**src/rtl/pirq_ctrl.sv**
```systemverilog
// Parametrised interrupt controller: per-line edge/level capture, masking, fixed or
// round-robin arbitration and a single req/ack request towards the CPU.
module pirq_ctrl #(
  parameter int NUM_IRQ   = 4,
  parameter int PRIO_MODE = 0,
  localparam int ID_W     = $clog2(NUM_IRQ)
) (
  input  logic               clk,
  input  logic               rst_n,
  input  logic               enable,
  input  logic [NUM_IRQ-1:0] irq_trigger,
  input  logic [NUM_IRQ-1:0] irq_edge,
  input  logic [NUM_IRQ-1:0] irq_mask,
  input  logic               irq_ack,
  output logic               irq_req,
  output logic [ID_W-1:0]    irq_id,
  output logic [NUM_IRQ-1:0] irq_pending
);

  typedef enum logic [0:0] {
    IDLE = 1'b0,
    REQ  = 1'b1
  } state_e;

  state_e               state_q, state_d;
  logic                 req_q, req_d;
  logic [ID_W-1:0]      id_q, id_d;
  logic [ID_W-1:0]      rr_last_q, rr_last_d;
  logic [NUM_IRQ-1:0]   trig_q;
  logic [NUM_IRQ-1:0]   pending_q, pending_d;
  logic [NUM_IRQ-1:0]   eligible_s;
  logic [NUM_IRQ-1:0]   ack_clr_s;
  logic [ID_W-1:0]      win_fix_s;
  logic [ID_W-1:0]      win_rr_s;
  logic [ID_W-1:0]      winner_s;

  assign eligible_s = pending_q & ~irq_mask;

  // Only an ack of the currently presented request clears its pending bit.
  assign ack_clr_s = ((state_q == REQ) && irq_ack) ? (NUM_IRQ'(1) << id_q) : {NUM_IRQ{1'b0}};

  // Pending capture: edge lines set on a rising edge (set beats clear), level lines follow.
  always_comb begin
    pending_d = pending_q;
    for (int i = 0; i < NUM_IRQ; i++) begin
      if (irq_edge[i]) begin
        pending_d[i] = (pending_q[i] & ~ack_clr_s[i]) | (enable & irq_trigger[i] & ~trig_q[i]);
      end else begin
        pending_d[i] = enable ? irq_trigger[i] : pending_q[i];
      end
    end
  end

  // Arbitration: fixed picks the highest eligible index, round-robin the first after rr_last.
  always_comb begin
    int idx;
    idx       = 0;
    win_fix_s = {ID_W{1'b0}};
    win_rr_s  = {ID_W{1'b0}};
    for (int i = 0; i < NUM_IRQ; i++) begin
      win_fix_s = eligible_s[i] ? ID_W'(i) : win_fix_s;
    end
    // Walk from the farthest offset to the nearest so the nearest eligible line wins.
    for (int k = NUM_IRQ; k >= 1; k--) begin
      idx = int'(rr_last_q) + k;
      if (idx >= NUM_IRQ) begin
        idx = idx - NUM_IRQ;
      end else begin
        idx = idx;
      end
      win_rr_s = eligible_s[idx] ? ID_W'(idx) : win_rr_s;
    end
    if (PRIO_MODE == 1) begin
      winner_s = win_rr_s;
    end else begin
      winner_s = win_fix_s;
    end
  end

  // Request FSM: the ID is frozen while a request is outstanding.
  always_comb begin
    state_d   = state_q;
    req_d     = req_q;
    id_d      = id_q;
    rr_last_d = rr_last_q;
    case (state_q)
      IDLE: begin
        if (enable && (|eligible_s)) begin
          state_d = REQ;
          req_d   = 1'b1;
          id_d    = winner_s;
        end else begin
          state_d = IDLE;
        end
      end
      REQ: begin
        if (irq_ack) begin
          state_d   = IDLE;
          req_d     = 1'b0;
          rr_last_d = id_q;
        end else begin
          state_d = REQ;
        end
      end
      default: begin
        state_d = IDLE;
        req_d   = 1'b0;
      end
    endcase
  end

  // State, capture and output registers.
  always_ff @(posedge clk or negedge rst_n) begin
    if (!rst_n) begin
      state_q   <= IDLE;
      req_q     <= 1'b0;
      id_q      <= {ID_W{1'b0}};
      rr_last_q <= ID_W'(NUM_IRQ - 1);
      trig_q    <= {NUM_IRQ{1'b0}};
      pending_q <= {NUM_IRQ{1'b0}};
    end else begin
      state_q   <= state_d;
      req_q     <= req_d;
      id_q      <= id_d;
      rr_last_q <= rr_last_d;
      trig_q    <= irq_trigger;
      pending_q <= pending_d;
    end
  end

  assign irq_req     = req_q;
  assign irq_id      = id_q;
  assign irq_pending = pending_q;

endmodule

```
**config.mk**
```make
export PLATFORM = sky130hd
export DESIGN_NAME = pirq_ctrl
export DESIGN_NICKNAME = d
export VERILOG_FILES = /design/src/rtl/pirq_ctrl.sv
export SDC_FILE = /design/constraint.sdc
export NUM_CORES = 1
export LEC_CHECK = 0
export ABC_AREA = 1
export CORE_AREA = 2 2 39 41
export CTS_CLUSTER_SIZE = 8
export DETAILED_ROUTE_END_ITERATION = 8
export DIE_AREA = 0 0 41 43
export PLACE_DENSITY = 0.86
export RECOVER_POWER = 100
export SETUP_SLACK_MARGIN = 0.1
export SLEW_MARGIN = 20
export SYNTH_ARGS = -nofsm -noshare
export SYNTH_HDL_FRONTEND = slang
export SYNTH_SLANG_ARGS = --single-unit
export TNS_END_PERCENT = 5
```
**constraint.sdc**
```tcl
create_clock -name clk -period 2 [get_ports clk]
set_input_delay 0.6 -clock clk [delete_from_list [all_inputs] [get_ports clk]]
set_output_delay 0.6 -clock clk [all_outputs]
set_load 0.03 [all_outputs]
```
==> metrics.md <==
| Metric | Value |
|---|---|
| Hold path depth | 2 |
| Inst Count DP | between 100 and 150 |
| Register area share after synthesis | 0.554 |
| Finished Layout Cells | 109 |
| FP Rows | 14 |
| VDD IR max | about 0.53 mV |
| Setup crit start kind | flop |
| Crit path max-delay family | flip-flops |
| Detailed Route Iter0 Violations | 15 |
| WL/cell | ~11 microns |
| Slew headroom | 0.647 |
| ANT nets after route | 0 |
| Lkg Pwr | about 0.4 nW |
| RD Place Congestion | roughly 0.85 |
| Vias in the first global route | 463 |
| Critical-path cell list | dlygate4sd2_1 |
| N_diodes | 0 |
| Pwr Total | between 0.0008 and 0.0009 W |
| Nets | 110 |
| FMAX | 574 MHz |
| Arrival time at the worst endpoint | about 1.1 ns |
| Worst Skew | 0.00121 ns |
| Via count | 541 |
| Critical path buffer and inverter count | 1 |
| Critical path class | flop to output pin |
| Final Critical Period | 1.74 ns |
| CP Capture Type | output pin |
| Register bit total from synthesis | 12 |
| Root buffer cell | clkbuf_4 |
| Post-Syn Area | 542 sq um |
| Util after Layout | 0.580 |
| Die X | 41 microns |
| Worst Tran Pin Value | 0.528 ns |
| Overflow after GRT | 0 |
| Critical path depth in cells | 1 |
| YS warnings | 0 |
| Max_cap viols | 0 |
| Fill cell count | 131 |
| Synth area leaders | dfrtp_1 (55%), nand2_1 (14%), nand3_1 (9.2%), o21ai_0 (5.5%), inv_1 (5.5%) |
| RSZ-0062 raised after global routing | false |
| FF/Latch Area | 300 sq um |
| Crit-path slowest cell | dfrtp_1 |
| Hold Violations, Final | 0 |
| Period utilisation layout | 0.871 |
| HP Start | irq_req |
| Layout cells sized above 1 | 0.0430 |
| CP startpoint | irq_id[0] |
| Hold Worst Slack | 0.521 ns |
| Synth cell types | 12 |
| Hold Crit Class | flop to flop |
| Initial Util | 0.392 |
| Via/cell ratio | 4.96 |
| CTS tree | yes |
| Die ar. | 0.00176 sq mm |
| Worst EP required | 1.40 ns |
| CTS Buf Count | 3 |
| Multi-input logic area | approximately 200 sq um |
| Clock sink total | 12 |
| Status | complete, no violations |
| Largest net degree at the start of global routing | 13 |
| First-pass GRT wire length | 1840 microns |
| DP HPWL | 909 microns |
| CORE AREA | roughly 0.0014 sq mm |
| Die Span Y | roughly 43 microns |
| CTS Buffer Depth | 2 |
| Clk Latency, worst-skew pair | approximately 0.27 ns |
| Gate Count Post-Synth | 67 |
| Power per cell area | around 1000 mW/mm^2 |
| Slew Limit Fails | 0 |
| R2R depth | 6 |
| CTS H-tree depth | 1 |
| Max FO, Critical Path | 6 |
| Share of the synthesized area in the top cell type | 0.554 |
| DRC Markers | 0 |
| Origin of the critical flop-to-flop path | irq_pending[2] |
| Post-Route Setup TNS | 0 ns |
| Mapped Nets | 83 |
| Crit-path max cell delay | 0.45 ns |
| Initial antenna violation count | 0 |
| Top Ports | 23 |
| # hold bufs at CTS | 0 |
| Syn_area_per_cell | between 8 and 9 sq um |
| Yosys top cell by area | dfrtp_1 |
| First-pass DRT Iterations | 5 |
| Worst-path clk slew | about 0.07 ns |
| Total Routing Usage GR | 0.153 |
| Final setup fails | 0 |
| Area grow syn2layout | 48.0% |
| Port Buffers | 22 |
| Final wirelength | approximately 1200 microns |
## flip-flops by register name, summed over array words and instances, names as in the netlist
name         count
irq_id           2
irq_pending      4
state_q          1
irq_req          1
trig_q           4
## metal layers
layer / part of all wire / routed length (microns) / up-vias / track usage
li1: - / - / 270 / -
met1: 0.42 / 487 / 240 / 0.194
met2: 0.47 / 546 / 27 / 0.234
met3: 0.088 / 102 / 4 / 0.0471
met4: 0.014 / 16 / 0 / 0.0600
met5: 0 / 0 / - / 0
## worst paths after layout
path                                   to  slack, ns
setup / recovery                irq_id[0]       0.26
hold / removal                    irq_req       0.52
setup reg to reg                irq_id[0]       1.06
hold reg to reg                   irq_req       0.52
max in group asynchronous  irq_pending[1]       0.91
min in group asynchronous  irq_pending[2]       0.74
## kinds of logic after synthesis
family | Yosys count | synth area share
buffers and inverters | 9 | 0.0624
AND/OR/NAND/NOR | 37 | 0.296
flip-flops | 12 | 0.554
AO/OA/AOI/OAI | 9 | 0.0878
## report_power, final
group	leakage, nW	switching (W)	total, W	internal (W)
Sequential	0.142	0.0000569	0.000354	0.000297
Combinational	0.246	0.000180	0.000288	0.000109
Clock	0.0210	0.0000780	0.000188	0.000111
Total	0.409	0.000315	0.000830	0.000516
## cell usage in the layout, fill, tap and decap left out, drive strengths merged
cell type      synthesis  routed
a21oi                  2       2
clkbuf                 0       4
clkdlybuf4s50          0       9
dfrtp                 12      12
dlygate4sd2            0       7
dlygate4sd3            0       6
inv                    9       9
nand2                 22      22
nand3                 10      10
nor2                   4       4
nor3                   1       1
o211ai                 1       1
o21ai                  6       6
## cells in the mapped netlist, drive strengths merged
library cell / number
nand2: 22
dfrtp: 12
nand3: 10
inv: 9
o21ai: 6
nor2: 4
a21oi: 2
nor3: 1
o211ai: 1
## through the flow
| step | cell area (sq um) | worst slack, ns |
|---|---|---|
| floorplan | 542 | 0.859 |
| global placement | 782 | 0.272 |
| detailed placement | 782 | 0.245 |
| CTS | 810 | 0.259 |
| global route | 802 | 0.220 |
| finish | 802 | 0.259 |
## cell type report
cell class              instances  share of cell area
flip-flops and latches         12               0.374
repair buffers                 22               0.264
multi-input cells              46               0.250
clock buffers                   4              0.0452
inverters                       9              0.0421
well taps                      16              0.0250
## timing repair
action / CTS / global route
endpoints found under the hold margin: 0 / 0
endpoints found under the setup margin: 7 / 0
buffers inserted: 0 / 0
gates resized for setup: 7 / 0
Power figures use the tool's default switching activity.
